<file path="src/rtl/serial_borrow_down_counter.sv">
// Down counter built from a serial borrow chain of toggle stages, with parallel load,
// zero detect, cascadable borrow-out and IDLE/RUN/DONE control. Optional macro: AUTO_RELOAD_EN.
module serial_borrow_down_counter_stage (
  input  logic clk,
  input  logic reset,
  input  logic load,
  input  logic d,
  input  logic t,
  output logic q
);
  logic q_reg;

  // Load beats toggle, so a reload on the same edge as a borrow never decrements.
  always_ff @(negedge clk or posedge reset) begin
    if (reset) begin
      q_reg <= 1'b0;
    end else if (load) begin
      q_reg <= d;
    end else if (t) begin
      q_reg <= ~q_reg;
    end
  end

  assign q = q_reg;
endmodule

module serial_borrow_down_counter #(
  parameter int WIDTH = 4
) (
  input  logic             clk,
  input  logic             reset,
  input  logic             en,
  input  logic             load,
  input  logic [WIDTH-1:0] load_val,
  input  logic             oneshot,
  output logic [WIDTH-1:0] out,
  output logic             zero,
  output logic             borrow_out,
  output logic             done
);
  typedef enum logic [1:0] {
    ST_IDLE = 2'd0,
    ST_RUN  = 2'd1,
    ST_DONE = 2'd2
  } state_t;

  state_t           state_reg;
  logic             done_reg;
  logic [WIDTH-1:0] count_q;
  logic [WIDTH-1:0] borrow_chain;
  logic             running;
  logic             count_step;
  logic             stop_at_zero;
  logic             auto_reload;
  logic             stage_load;
  logic             toggle_step;

  assign running    = (state_reg == ST_RUN);
  assign count_step = en & ~load & running;
  assign zero       = (count_q == '0);

  // In one-shot mode the zero edge moves the FSM to DONE and the bits must not wrap.
  assign stop_at_zero = count_step & zero & oneshot;

`ifdef AUTO_RELOAD_EN
  assign auto_reload = count_step & zero & ~oneshot;
`else
  assign auto_reload = 1'b0;
`endif

  assign stage_load  = load | auto_reload;
  assign toggle_step = count_step & ~stop_at_zero & ~auto_reload;

  genvar gi;
  generate
    for (gi = 0; gi < WIDTH; gi++) begin : g_bit
      // Bit i toggles only when every lower bit is already 0 (borrow ripples upward).
      if (gi == 0) begin : g_lsb
        assign borrow_chain[gi] = toggle_step;
      end else begin : g_upper
        assign borrow_chain[gi] = borrow_chain[gi-1] & ~count_q[gi-1];
      end

      serial_borrow_down_counter_stage u_stage (
        .clk   (clk),
        .reset (reset),
        .load  (stage_load),
        .d     (load_val[gi]),
        .t     (borrow_chain[gi]),
        .q     (count_q[gi])
      );
    end
  endgenerate

  always_ff @(negedge clk or posedge reset) begin
    if (reset) begin
      state_reg <= ST_IDLE;
      done_reg  <= 1'b0;
    end else begin
      case (state_reg)
        ST_IDLE: begin
          if (load) begin
            state_reg <= ST_RUN;
          end
          done_reg <= 1'b0;
        end
        ST_RUN: begin
          if (stop_at_zero) begin
            state_reg <= ST_DONE;
            done_reg  <= 1'b1;
          end else begin
            done_reg  <= 1'b0;
          end
        end
        ST_DONE: begin
          if (load) begin
            state_reg <= ST_RUN;
            done_reg  <= 1'b0;
          end else begin
            done_reg  <= 1'b1;
          end
        end
        default: begin
          state_reg <= ST_IDLE;
          done_reg  <= 1'b0;
        end
      endcase
    end
  end

  assign out        = count_q;
  assign borrow_out = count_step & zero;
  assign done       = done_reg;
endmodule

</file>
<file path="config.mk">
export PLATFORM = sky130hd
export DESIGN_NAME = serial_borrow_down_counter
export DESIGN_NICKNAME = d
export VERILOG_FILES = /design/src/rtl/serial_borrow_down_counter.sv
export SDC_FILE = /design/constraint.sdc
export NUM_CORES = 1
export LEC_CHECK = 0
export ABC_AREA = 1
export ABC_CLOCK_PERIOD_IN_PS = 4000
export BUFFER_PORTS_ARGS = -buffer_cell sky130_fd_sc_hd__buf_2
export CORE_MARGIN = 2
export CORE_UTILIZATION = 30
export CTS_CLUSTER_SIZE = 28
export DETAILED_ROUTE_END_ITERATION = 8
export GPL_TIMING_DRIVEN = 0
export SLEW_MARGIN = 30
export SYNTH_ARGS = -nofsm -noshare
export SYNTH_HDL_FRONTEND = slang
export SYNTH_SLANG_ARGS = --single-unit
</file>
<file path="constraint.sdc">
create_clock -name clk -period 4 [get_ports clk]
set_clock_uncertainty 0.15 [all_clocks]
set_input_delay 0.2 -clock clk [delete_from_list [all_inputs] [get_ports clk]]
set_output_delay 0.2 -clock clk [all_outputs]
set_load 0.05 [all_outputs]
</file>
==> results of run 1 <==
[cell type report]
type                       count  area (sq um)  share of cell area [%]
buffer                         4         30.03                   4.990
clock buffer                   4         26.28                   4.366
inverter                       8         30.03                   4.990
multi-input combinational     41         245.2                   40.75
sequential                     7         175.2                   29.11
tap                           16         20.02                   3.326
timing repair buffer          15         75.07                   12.47
[Yosys cell counts (all sizes together)]
cell type	n	area, sq um
a21boi	1	7.510
a21oi	1	5.000
buf	4	30.03
dfrtn	7	175.2
ha	3	37.54
inv	8	30.03
nand2	15	56.30
nand3	4	25.02
nor2	7	31.28
o21ai	7	38.78
o21bai	2	37.54
or2	1	6.260
[worst paths after layout]
check	to	cells after the start	startpoint
setup / recovery	borrow_out	5	state_reg[1]
hold / removal	g_bit[3].u_stage.q	2	g_bit[3].u_stage.q
setup reg to reg	g_bit[3].u_stage.q	8	state_reg[1]
hold reg to reg	g_bit[3].u_stage.q	2	g_bit[3].u_stage.q
max in group asynchronous	state_reg[0]	2	reset
min in group asynchronous	state_reg[1]	2	reset
[power breakdown]
part	switching (W)	internal, W
logic	0.000101	0.0000575
clock network	0.0000258	0.0000380
registers	0.0000171	0.0000921
total	0.000144	0.000188
[metrics by stage]
stage / area, sq um / power [W] / util, % / worst slack, ns / instances
after floorplan: 480.5 / 0.0002392 / - / 0.4972 / 60
after global placement: 575.6 / 0.0002684 / 38.21 / 0.5339 / 91
after detailed placement: 575.6 / 0.0002724 / 38.21 / 0.5242 / 91
after CTS: 601.8 / 0.0003379 / 39.95 / 0.2485 / 95
after global routing: 601.8 / 0.0003635 / 39.95 / 0.1570 / 95
final: 601.8 / 0.0003319 / 39.95 / 0.2679 / 95
[placed cells by master (no fill, tap or decap), drive strengths merged]
| cell | netlist | layout |
|---|---|---|
| a21boi | 1 | 1 |
| a21oi | 1 | 1 |
| buf | 4 | 19 |
| clkbuf | 0 | 4 |
| dfrtn | 7 | 7 |
| ha | 3 | 3 |
| inv | 8 | 8 |
| nand2 | 15 | 15 |
| nand3 | 4 | 4 |
| nor2 | 7 | 7 |
| o21ai | 7 | 7 |
| o21bai | 2 | 2 |
| or2 | 1 | 1 |
[cell families after synthesis]
group / Yosys count / synth area share [%]
simple gates: 27 / 24.74
buf+inv: 12 / 12.50
compound gates: 11 / 18.49
flops: 7 / 36.46
fa+ha+maj: 3 / 7.813
[worst reg2reg max path, stage by stage (launching register included)]
cell and delay, ns:
sky130_fd_sc_hd__dfrtn_1 0.36, sky130_fd_sc_hd__inv_1 0.08, sky130_fd_sc_hd__ha_1 0.19, sky130_fd_sc_hd__nand3_2 0.10
sky130_fd_sc_hd__o21bai_4 0.20, sky130_fd_sc_hd__o21bai_4 0.16, sky130_fd_sc_hd__nand2_1 0.07, sky130_fd_sc_hd__nand2_1 0.06
sky130_fd_sc_hd__nand2_1 0.04
[per-layer routing]
metal	vias up	GRT usage, %	share of wire [%]
met5	-	0	0
met4	0	7.273	0
met3	0	1.633	6.7
met2	13	17.94	47
met1	172	14.14	46
li1	222	-	-
==> tab_implementation.tex, run 1 <==
\begin{tabular}{lr}
\hline
Metric & Value \\
\hline
\multicolumn{2}{l}{\textbf{Critical path}} \\
\quad Kind of critical path & register to output pin \\
\quad Element type at the critical path start & register \\
\quad Kind of cell adding the most delay to the critical path & flip-flops \\
\quad Crit-path max cell delay & 0.36 ns \\
\quad Required @ worst endpoint & 3.65 ns \\
\quad Crit Path Max Fanout & 3 \\
\quad Crit-path slowest cell & sky130\_fd\_sc\_hd\_\_dfrtn\_1 \\
\quad Cell Chain, Critical Path & inv\_1 -> ha\_1 -> nand3\_2 -> nor2\_2 -> buf\_2 \\
\quad Arrival time of data at the critical path endpoint & 3.38 ns \\
\quad Minimum setup slack among reg-to-reg paths & 2.43 ns \\
\quad Element type at the critical path end & output pin \\
\quad CP Buf/Inv Count & 2 \\
\multicolumn{2}{l}{\textbf{Yosys}} \\
\quad Proportion of synthesized chip area in sequential cells & 36.46\% \\
\quad Synthesized area per cell & 8.008 sq um \\
\quad Syn nets & 72 \\
\quad Number of standard cells after synthesis & 60 \\
\quad Flops \& latches, synth & 7 \\
\quad Ys Warns & 0 \\
\quad Count of different cell masters after synthesis & 17 \\
\quad Synth Cell Area & approximately 480 sq um \\
\multicolumn{2}{l}{\textbf{Placement}} \\
\quad Sum of net half-perimeters after detailed placement & 772 microns \\
\quad Routability Congestion & 0.7416 \\
\quad Number of buffers added on ports & 15 \\
\multicolumn{2}{l}{\textbf{Flow run}} \\
\quad Max-capacitance violation count & 0 \\
\multicolumn{2}{l}{\textbf{Outcome}} \\
\quad Run status & finished, final reports clean \\
\multicolumn{2}{l}{\textbf{Timing}} \\
\quad Setup TNS after final layout & 0 ns \\
\quad Slew at the pin closest to its max-slew limit & 0.3012 ns \\
\quad Post-route worst hold slack & 0.3289 ns \\
\quad Final Slew Violations & 0 \\
\quad Final setup violation count & 0 \\
\quad RSZ-0062 raised after global routing & no \\
\quad Remaining max-slew budget at the tightest pin & 79.71\% \\
\quad Final Hold Fails & 0 \\
\multicolumn{2}{l}{\textbf{Detailed routing}} \\
\quad DRC violations left & 0 \\
\quad Antenna Violating Nets Remaining & 0 \\
\quad Drt first pass iters & 2 \\
\quad DR WL/cell & 9.147 microns \\
\quad Final wirelength & 869 microns \\
\quad Drt initial violations & 3 \\
\quad Post-detailed-route via-to-cell ratio & $\sim$4.3 \\
\quad Via count & 407 \\
\multicolumn{2}{l}{\textbf{Die}} \\
\quad I/O pin count & 16 \\
\quad Die Ht & 44.02 microns \\
\quad Initial core utilization & 31.89\% \\
\quad Area enclosed by the die boundary & 1938 sq um \\
\quad Floorplan die width & roughly 44 microns \\
\quad Area of the core region & 1506 sq um \\
\quad Site Rows & 14 \\
\multicolumn{2}{l}{\textbf{Cells and area}} \\
\quad Layout overhead on the synthesized area & 25.26\% \\
\quad Number of flip-flops in the largest register & 4 \\
\quad Antenna diode instance count & 0 \\
\quad Layout cells sized above 1 & 37.97\% \\
\quad Number of fill cells & between 150 and 200 \\
\quad Number of nets in the layout & 92 \\
\multicolumn{2}{l}{\textbf{Clock tree}} \\
\quad Number of hold buffers added after CTS & 0 \\
\quad \# resized after CTS & 0 \\
\quad Number of buffers created by CTS & 3 \\
\quad Setup fix buffers added after clock tree synthesis & 0 \\
\quad Clock tree root buffer cell & sky130\_fd\_sc\_hd\_\_clkbuf\_4 \\
\quad Clock tree buffer depth & 2 \\
\quad Clock latency of the later-clocked register in the worst-skew pair & 0.26 ns \\
\quad CTS tree & built \\
\quad Count of H-tree levels built during CTS & 1 \\
\quad Clock Pin Slew Worst Setup and Hold Paths & 0.04 ns \\
\quad CTS Sinks & 7 \\
\multicolumn{2}{l}{\textbf{Pwr}} \\
\quad Power Dens Cells & 551.5 nW/um\^{}2 \\
\quad Leakage component of the power & 0.3258 nW \\
\quad Worst IR drop on VDD & 0.1756 mV \\
\multicolumn{2}{l}{\textbf{Global routing}} \\
\quad Global Route Usage Sum & 11.24\% \\
\quad Largest net degree at the start of global routing & 9 \\
\quad Total congestion overflow & 0 \\
\quad Antenna violations before repair & 0 \\
\quad Number of global-route vias before repair & $\sim$400 \\
\quad Global-route wire length before repair & $\sim$1600 microns \\
\multicolumn{2}{l}{\textbf{Hold path}} \\
\quad Kind of path behind the tightest hold check & register to register \\
\hline
\end{tabular}
(Power assumes the default switching activity.)
==> run 2, diff against run 1 <==
--- a/config.mk
+++ b/config.mk
@@ -6,7 +6,7 @@
 export NUM_CORES = 1
 export LEC_CHECK = 0
 export ABC_AREA = 1
-export ABC_CLOCK_PERIOD_IN_PS = 4000
+export ABC_CLOCK_PERIOD_IN_PS = 3300
 export BUFFER_PORTS_ARGS = -buffer_cell sky130_fd_sc_hd__buf_2
 export CORE_MARGIN = 2
 export CORE_UTILIZATION = 30
==> constraint.sdc (replaced) <==
create_clock -name clk -period 3.3 [get_ports clk]
set_clock_uncertainty 0.15 [all_clocks]
set_input_delay 0.165 -clock clk [delete_from_list [all_inputs] [get_ports clk]]
set_output_delay 0.165 -clock clk [all_outputs]
set_load 0.05 [all_outputs]
==> run 2 against run 1 <==
Effect of this change:
- global-route usage unchanged
- largest cell class unchanged
- core utilization up 2.1 points
- highest routed layer unchanged
- non-clock buffer count grew 1
- design area rose by 5.2%
- critical endpoint unchanged
==> tab_implementation.tex, run 2 (synthesis results as in run 1) <==
\begin{tabular}{lr}
\hline
Metric & Value \\
\hline
\multicolumn{2}{l}{\textbf{Placement}} \\
\quad Number of buffers added on ports & 15 (unchanged) \\
\quad Dpl cells & 91 (unchanged) \\
\quad Routability Congestion & 0.7416 (unchanged) \\
\quad Sum of net half-perimeters after detailed placement & 772 microns (unchanged) \\
\quad Cell area after placement & 575.6 sq um (unchanged) \\
\multicolumn{2}{l}{\textbf{Clock tree}} \\
\quad Number of hold buffers added after CTS & 0 (unchanged) \\
\quad CTS tree & built \\
\quad Clock latency of the later-clocked register in the worst-skew pair & 0.26 ns (about the same) \\
\quad Number of buffers created by CTS & 3 (unchanged) \\
\quad Count of H-tree levels built during CTS & 1 (unchanged) \\
\quad Clock Pin Slew Worst Setup and Hold Paths & 0.04 ns (about the same) \\
\quad CTS Sinks & 7 (unchanged) \\
\quad Clock tree buffer depth & 2 (unchanged) \\
\quad Clock tree root buffer cell & sky130\_fd\_sc\_hd\_\_clkbuf\_4 \\
\multicolumn{2}{l}{\textbf{Pwr}} \\
\quad Power spent charging and discharging nets & 0.0001815 W (+26\%) \\
\quad Leakage component of the power & 0.3313 nW (+1.7\%) \\
\quad Power Dens Cells & 658.2 nW/um\^{}2 (+19\%) \\
\quad Post-layout power & 0.0004167 W (+26\%) \\
\quad Clock share of power & 18.2\% (-1.0 points) \\
\quad Worst IR drop on VDD & 0.2183 mV (+24\%) \\
\quad Power share of the combinational group & 49.5\% (+1.6 points) \\
\quad Share of power burned in registers & 32.3\% (-0.6 points) \\
\quad Switching power as a share of total power & 43.56\% (+0.097 points) \\
\quad Internal power component & 0.0002352 W (+25\%) \\
\multicolumn{2}{l}{\textbf{Detailed routing}} \\
\quad Drt initial violations & 3 (unchanged) \\
\quad DR WL/cell & 9.302 microns (+1.7\%) \\
\quad Final wirelength & 893 microns (+2.8\%) \\
\quad Via count & 411 (+0.98\%) \\
\quad Post-detailed-route via-to-cell ratio & 4.281 (about the same) \\
\quad DRC violations left & 0 (unchanged) \\
\quad Drt first pass iters & 2 (unchanged) \\
\quad Antenna Violating Nets Remaining & 0 (unchanged) \\
\multicolumn{2}{l}{\textbf{Timing}} \\
\quad RSZ-0062 raised after global routing & no \\
\quad Remaining max-slew budget at the tightest pin & 79.71\% (unchanged) \\
\quad Slew at the pin closest to its max-slew limit & 0.3012 ns (+0.0000001192 ns) \\
\quad Setup TNS after final layout & 0 ns (unchanged) \\
\quad Final Hold Fails & 0 (unchanged) \\
\quad Final setup violation count & 0 (unchanged) \\
\quad Final Slew Violations & 0 (unchanged) \\
\multicolumn{2}{l}{\textbf{Critical path}} \\
\quad Crit-path slowest cell & sky130\_fd\_sc\_hd\_\_dfrtn\_1 \\
\quad Cell Chain, Critical Path & ha\_4 -> nand3\_2 -> nor2\_4 -> buf\_6 \\
\quad Required @ worst endpoint & 2.98 ns (-0.67 ns) \\
\quad Crit-path max cell delay & 0.46 ns (+0.10 ns) \\
\quad Arrival time of data at the critical path endpoint & 2.91 ns (-0.47 ns) \\
\quad Kind of critical path & register to output pin \\
\quad Element type at the critical path end & output pin \\
\quad Crit Path Max Fanout & 3 (unchanged) \\
\quad Element type at the critical path start & register \\
\multicolumn{2}{l}{\textbf{Cells and area}} \\
\quad Number of nets in the layout & 93 (+1.1\%) \\
\quad Layout overhead on the synthesized area & 31.77\% \\
\quad Post-route cell area & 633.1 sq um (+5.2\%) \\
\quad Layout cells sized above 1 & 41.25\% (+3.3 points) \\
\quad Fin cells & 96 (+1.1\%) \\
\quad Number of flip-flops in the largest register & 4 (unchanged) \\
\quad Most frequent standard cell in the layout excluding fill and tap cells & sky130\_fd\_sc\_hd\_\_nand2\_1 \\
\quad Leading cell types in the layout, fill and taps excluded & 15 x sky130\_fd\_sc\_hd\_\_nand2\_1, 14 x sky130\_fd\_sc\_hd\_\_buf\_2, 7 x sky130\_fd\_sc\_hd\_\_dfrtn\_1 \\
\quad Antenna diode instance count & 0 (unchanged) \\
\quad Post-route core utilization & 42.03\% (+2.1 points) \\
\quad Number of fill cells & 172 (-2.3\%) \\
\multicolumn{2}{l}{\textbf{Global routing}} \\
\quad Global Route Usage Sum & 11.24\% (unchanged) \\
\quad Global-route wire length before repair & 1580 microns (unchanged) \\
\quad Antenna violations before repair & 0 (unchanged) \\
\quad Number of global-route vias before repair & 401 (unchanged) \\
\quad Largest net degree at the start of global routing & 9 (unchanged) \\
\quad Total congestion overflow & 0 (unchanged) \\
\multicolumn{2}{l}{\textbf{Die}} \\
\quad Initial core utilization & 31.89\% (unchanged) \\
\quad Area enclosed by the die boundary & 1938 sq um (unchanged) \\
\quad I/O pin count & 16 (unchanged) \\
\quad Area of the core region & 1506 sq um (unchanged) \\
\quad Floorplan die width & 44.02 microns (unchanged) \\
\quad Die Ht & 44.02 microns (unchanged) \\
\quad Site Rows & 14 (unchanged) \\
\multicolumn{2}{l}{\textbf{Hold path}} \\
\quad Kind of path behind the tightest hold check & register to register \\
\multicolumn{2}{l}{\textbf{Outcome}} \\
\quad Run status & finished, final reports clean \\
\multicolumn{2}{l}{\textbf{Flow run}} \\
\quad Max-capacitance violation count & 0 (unchanged) \\
\hline
\end{tabular}
-- run 2: cell count changes in the layout (fill, tap and decap cells not counted) --
cell and change:
sky130_fd_sc_hd__nor2_4 +1, sky130_fd_sc_hd__ha_1 -1, sky130_fd_sc_hd__buf_4 +1, sky130_fd_sc_hd__inv_2 +1, sky130_fd_sc_hd__ha_4 +1, sky130_fd_sc_hd__buf_2 -1
sky130_fd_sc_hd__nor2_2 -1, sky130_fd_sc_hd__inv_1 -1, sky130_fd_sc_hd__buf_6 +1
-- run 2: final timing paths --
check                              startpoint                 end  slack (ns)  cells after the start
min in group asynchronous               reset        state_reg[1]        1.22                      2
max reg2reg                      state_reg[0]  g_bit[3].u_stage.q        1.74                      7
min                        g_bit[3].u_stage.q  g_bit[3].u_stage.q        0.33                      2
min reg2reg                g_bit[3].u_stage.q  g_bit[3].u_stage.q        0.33                      2
max                              state_reg[0]          borrow_out        0.07                      4
max in group asynchronous               reset        state_reg[0]        1.53                      2
-- run 2: area by class of cell --
class                           instances  area, sq um  share of cell area [%]
Clock buffer                            4        26.28                   4.150
Multi-Input combinational cell         41        262.8                   41.50
Inverter                                8        30.03                   4.743
Buffer                                  4        30.03                   4.743
Sequential cell                         7        175.2                   27.67
Tap cell                               16        20.02                   3.162
Timing Repair Buffer                   16        88.84                   14.03
-- run 2: per-layer routing --
metal  GRT usage, %  wire (microns)
met1          14.14             418
met2          17.94             417
met3          1.633              57
met4          7.273               0
met5              0               0
-- run 2: power groups by stage --
stage | clock (W) | sequential [W] | combinational (W)
final | 0.0000759 | 0.000134 | 0.000206
after detailed placement | 0 | 0.000135 | 0.000195
after floorplan | 0 | 0.000136 | 0.000153
after global placement | 0 | 0.000133 | 0.000192
after CTS | 0.0000803 | 0.000133 | 0.000197
after global routing | 0.0000824 | 0.000139 | 0.000234
-- run 2: metrics by stage --
stage	setup WS (ns)	hold slack, ns
2_1_floorplan	0.1822	0.2896
3_3_place_gp	0.2189	0.3255
3_5_place_dp	0.2092	0.3368
4_1_cts	0.008287	0.3365
5_1_grt	0.01185	0.3840
6_report	0.07092	0.3289
-- run 2: what timing repair did --
item,4_1_cts,5_1_grt
endpoints found under the setup margin,1,1
pin swaps,0,1
resized for setup,2,4
gates cloned,0,0
buffers inserted,0,1
-- run 2: worst max-delay path, delay by kind of cell, from the launching register on --
kind                     cells  cell delay (ns)
flip-flops                   1             0.46
buffers and inverters        1             0.16
adder cells (fa/ha/maj)      1             0.16
AND/OR/NAND/NOR              2             0.23
==> run 3, diff against run 2 <==
--- a/config.mk
+++ b/config.mk
@@ -5,7 +5,6 @@
 export SDC_FILE = /design/constraint.sdc
 export NUM_CORES = 1
 export LEC_CHECK = 0
-export ABC_AREA = 1
 export ABC_CLOCK_PERIOD_IN_PS = 3300
 export BUFFER_PORTS_ARGS = -buffer_cell sky130_fd_sc_hd__buf_2
 export CORE_MARGIN = 2
==> run 3 against run 2 <==
Effect of this change:
- hold slack improved by 0.024 ns
- sequential cell count did not move
- synthesized cell count fell by 15%
- critical path depth did not move
- core utilization rose by 4.5 points
- first-iteration DRC count rose to 4.0 times the previous value
- register-to-register slack got worse by 0.18 ns
- sequential power fell by 15%
- routed wire length rose by 19%
- highest routed layer is now met4
- global-route usage rose by 1.5 points
- total power fell by 13%
- the run now ends with negative setup slack left
- setup slack got worse by 0.23 ns
==> tab_implementation.tex, run 3 <==
\begin{tabular}{lr}
\hline
Metric & Value \\
\hline
\multicolumn{2}{l}{\textbf{Outcome}} \\
\quad Run status & finished with violations \\
\quad Violations in the final reports & negative setup slack \\
\multicolumn{2}{l}{\textbf{Yosys}} \\
\quad Top post-synthesis cells by area & sky130\_fd\_sc\_hd\_\_dfrtn\_1 37\%, sky130\_fd\_sc\_hd\_\_ha\_1 8.0\%, sky130\_fd\_sc\_hd\_\_buf\_4 6.4\%, sky130\_fd\_sc\_hd\_\_a32o\_1 4.3\%, sky130\_fd\_sc\_hd\_\_a31oi\_1 4.0\% \\
\quad Synth area leader & sky130\_fd\_sc\_hd\_\_dfrtn\_1 \\
\quad Synth Cell Area & 469.2 sq um (-2.3\%) \\
\quad Cell with the most instances after synthesis & sky130\_fd\_sc\_hd\_\_dfrtn\_1 \\
\quad Post-synth EDFFs & 0 (unchanged) \\
\quad Syn nets & 63 (-13\%) \\
\quad Most frequently used flop master after synthesis & sky130\_fd\_sc\_hd\_\_dfrtn\_1 \\
\quad Count of different cell masters after synthesis & 26 (+9) \\
\quad Proportion of synthesized chip area in sequential cells & 37.33\% (+0.88 points) \\
\quad Flops \& latches, synth & 7 (unchanged) \\
\quad Top post-synthesis cells by count & 7 x sky130\_fd\_sc\_hd\_\_dfrtn\_1, 5 x sky130\_fd\_sc\_hd\_\_nor2\_1, 4 x sky130\_fd\_sc\_hd\_\_buf\_4, 4 x sky130\_fd\_sc\_hd\_\_inv\_1 \\
\quad Synthesized area per cell & 9.200 sq um (+15\%) \\
\quad Ys Warns & 0 (unchanged) \\
\quad Fraction of synthesized cell area taken by the top area cell type & 37.33\% (+0.88 points) \\
\quad Number of standard cells after synthesis & 51 (-15\%) \\
\quad Fraction of registers with async set/reset & 100.0\% (unchanged) \\
\multicolumn{2}{l}{\textbf{Clock tree}} \\
\quad Clock Pin Slew Worst Setup and Hold Paths & 0.04 ns (about the same) \\
\quad Clock tree root buffer cell & sky130\_fd\_sc\_hd\_\_clkbuf\_4 \\
\quad Clock tree buffer depth & 2 (unchanged) \\
\quad Number of buffers created by CTS & 3 (unchanged) \\
\quad Count of H-tree levels built during CTS & 1 (unchanged) \\
\quad Clock latency of the later-clocked register in the worst-skew pair & 0.26 ns (about the same) \\
\quad CTS tree & built \\
\quad CTS Sinks & 7 (unchanged) \\
\multicolumn{2}{l}{\textbf{Global routing}} \\
\quad Largest net degree at the start of global routing & 9 (unchanged) \\
\quad Number of global-route vias before repair & 393 (-2.0\%) \\
\quad Antenna violations before repair & 0 (unchanged) \\
\quad Global-route wire length before repair & 1738 microns (+10\%) \\
\quad Total congestion overflow & 0 (unchanged) \\
\quad Global Route Usage Sum & 12.70\% (+1.5 points) \\
\multicolumn{2}{l}{\textbf{Timing}} \\
\quad Setup TNS after final layout & -0.1745 ns (-0.1745 ns) \\
\quad Final setup violation count & 2 (+2) \\
\quad Min setup slack post-route & -0.1575 ns (-0.2284 ns) \\
\quad Final Slew Violations & 0 (unchanged) \\
\quad Remaining max-slew budget at the tightest pin & 80.48\% (+0.77 points) \\
\quad RSZ-0062 raised after global routing & yes \\
\quad Slew at the pin closest to its max-slew limit & 0.2925 ns (-0.008743 ns) \\
\quad Final Hold Fails & 0 (unchanged) \\
\multicolumn{2}{l}{\textbf{Cells and area}} \\
\quad Area occupied by registers & 175.2 sq um (unchanged) \\
\quad Leading cell types in the layout, fill and taps excluded & 13 x sky130\_fd\_sc\_hd\_\_buf\_2, 11 x sky130\_fd\_sc\_hd\_\_buf\_4, 7 x sky130\_fd\_sc\_hd\_\_dfrtn\_1 \\
\quad Layout cells sized above 1 & 44.16\% (+2.9 points) \\
\quad Number of flip-flops in the largest register & 4 (unchanged) \\
\quad Number of nets in the layout & 90 (-3.2\%) \\
\quad Layout overhead on the synthesized area & 47.73\% \\
\quad Post-route core utilization & 46.55\% (+4.5 points) \\
\quad Number of fill cells & 159 (-7.6\%) \\
\quad Most frequent standard cell in the layout excluding fill and tap cells & sky130\_fd\_sc\_hd\_\_buf\_2 \\
\quad Area of the multi-input gates & 275.3 sq um (+4.8\%) \\
\quad Antenna diode instance count & 0 (unchanged) \\
\multicolumn{2}{l}{\textbf{Detailed routing}} \\
\quad Post-detailed-route via-to-cell ratio & 4.957 (+16\%) \\
\quad DR WL/cell & 11.41 microns (+23\%) \\
\quad Drt initial violations & 12 (+9) \\
\quad Antenna Violating Nets Remaining & 0 (unchanged) \\
\quad Routed metal-1 wire length & 496 microns (+19\%) \\
\quad Wire length on met2 & 487 microns (+17\%) \\
\quad Met3 Routed Length & 62 microns (+8.8\%) \\
\quad Final wirelength & 1061 microns (+19\%) \\
\quad DRC violations left & 0 (unchanged) \\
\quad Drt first pass iters & 4 (+2) \\
\quad Via count & 461 (+12\%) \\
\quad Top Metal Used & met4 \\
\multicolumn{2}{l}{\textbf{Placement}} \\
\quad Sum of net half-perimeters after detailed placement & 753.3 microns (-2.4\%) \\
\quad Routability Congestion & 0.7225 (-2.6\%) \\
\quad Pre-CTS WS & -0.05811 ns (-0.2673 ns) \\
\quad Number of buffers added on ports & 15 (unchanged) \\
\multicolumn{2}{l}{\textbf{Die}} \\
\quad Area enclosed by the die boundary & 1896 sq um (-2.1\%) \\
\quad Site Rows & 14 (unchanged) \\
\quad I/O pin count & 16 (unchanged) \\
\quad Die Ht & 43.55 microns (-1.1\%) \\
\quad Initial core utilization & 31.51\% (-0.38 points) \\
\quad Floorplan die width & 43.55 microns (-1.1\%) \\
\quad Area of the core region & 1489 sq um (-1.2\%) \\
\multicolumn{2}{l}{\textbf{Critical path}} \\
\quad Kind of critical path & register to output pin \\
\quad Element type at the critical path start & register \\
\quad Required @ worst endpoint & 2.98 ns (about the same) \\
\quad Element type at the critical path end & output pin \\
\quad Crit Path Max Fanout & 3 (unchanged) \\
\quad Arrival time of data at the critical path endpoint & 3.14 ns (+0.23 ns) \\
\multicolumn{2}{l}{\textbf{Pwr}} \\
\quad Worst IR drop on VDD & 0.2384 mV (+9.2\%) \\
\quad Post-layout power & 0.0003620 W (-13\%) \\
\quad Leakage component of the power & 0.3286 nW (-0.83\%) \\
\quad Power Dens Cells & 522.2 nW/um\^{}2 (-21\%) \\
\multicolumn{2}{l}{\textbf{Flow run}} \\
\quad Max-capacitance violation count & 0 (unchanged) \\
\multicolumn{2}{l}{\textbf{Hold path}} \\
\quad Kind of path behind the tightest hold check & register to register \\
\hline
\end{tabular}
[run 3: path summary, 6_finish.rpt]
| path | startpoint | slack [ns] | cells after the start | to |
|---|---|---|---|---|
| max reg2reg | g_bit[0].u_stage.q | 1.56 | 5 | g_bit[3].u_stage.q |
| min in group asynchronous | reset | 1.22 | 2 | g_bit[0].u_stage.q |
| min | state_reg[1] | 0.35 | 1 | state_reg[1] |
| min reg2reg | state_reg[1] | 0.35 | 1 | state_reg[1] |
| max in group asynchronous | reset | 1.53 | 2 | state_reg[1] |
| max | g_bit[0].u_stage.q | -0.16 | 4 | borrow_out |
[run 3: critical path, stage by stage (launching register included)]
cell,delay (ns)
sky130_fd_sc_hd__dfrtn_1,0.34
sky130_fd_sc_hd__or3_1,0.38
sky130_fd_sc_hd__buf_6,0.14
sky130_fd_sc_hd__nor3_4,0.19
sky130_fd_sc_hd__buf_6,0.18
[run 3: timing repair]
| item | in CTS | in global routing |
|---|---|---|
| pin swaps | 4 | 1 |
| resized for setup | 10 | 0 |
| hold buffers | 0 | 0 |
| setup endpoints to repair | 2 | 2 |
| setup buffers | 4 | 3 |
[run 3: report_power, final]
part	switching (W)	internal, W
Combinational	0.0000916	0.0000758
Sequential	0.0000138	0.000100
Clock	0.0000341	0.0000463
Total	0.000139	0.000223
[run 3: cells by family after synthesis]
logic type                 count (synthesis)  synth area share (%)
AOI/OAI and AO/OA                         14                 21.87
DFF                                        7                 37.33
and+or+nand+nor                           18                 22.14
adders and majority gates                  3                 8.001
buffers and inverters                      9                 10.66
[run 3: routing by layer]
metal / GRT usage (%) / up-vias
li1: - / 235
met1: 16.62 / 209
met2: 19.12 / 15
met3: 4.167 / 2
met4: 5.455 / 0
met5: 0 / -
[run 3: metrics by stage]
step | cell area (sq um) | hold WS, ns | std cells
after global placement | 578.1 | 0.3363 | 82
after floorplan | 483.0 | 0.2918 | 51
after detailed placement | 578.1 | 0.3429 | 82
after global routing | 693.2 | 0.3974 | 93
final | 693.2 | 0.3528 | 93
after CTS | 670.6 | 0.3602 | 90
[run 3: cell type report]
class	instances	area share, %
timing repair buffer	22	20.22
sequential	7	25.27
buffer	5	5.957
tap	16	2.888
inverter	4	2.166
multi-input combinational	35	39.71
clock buffer	4	3.791
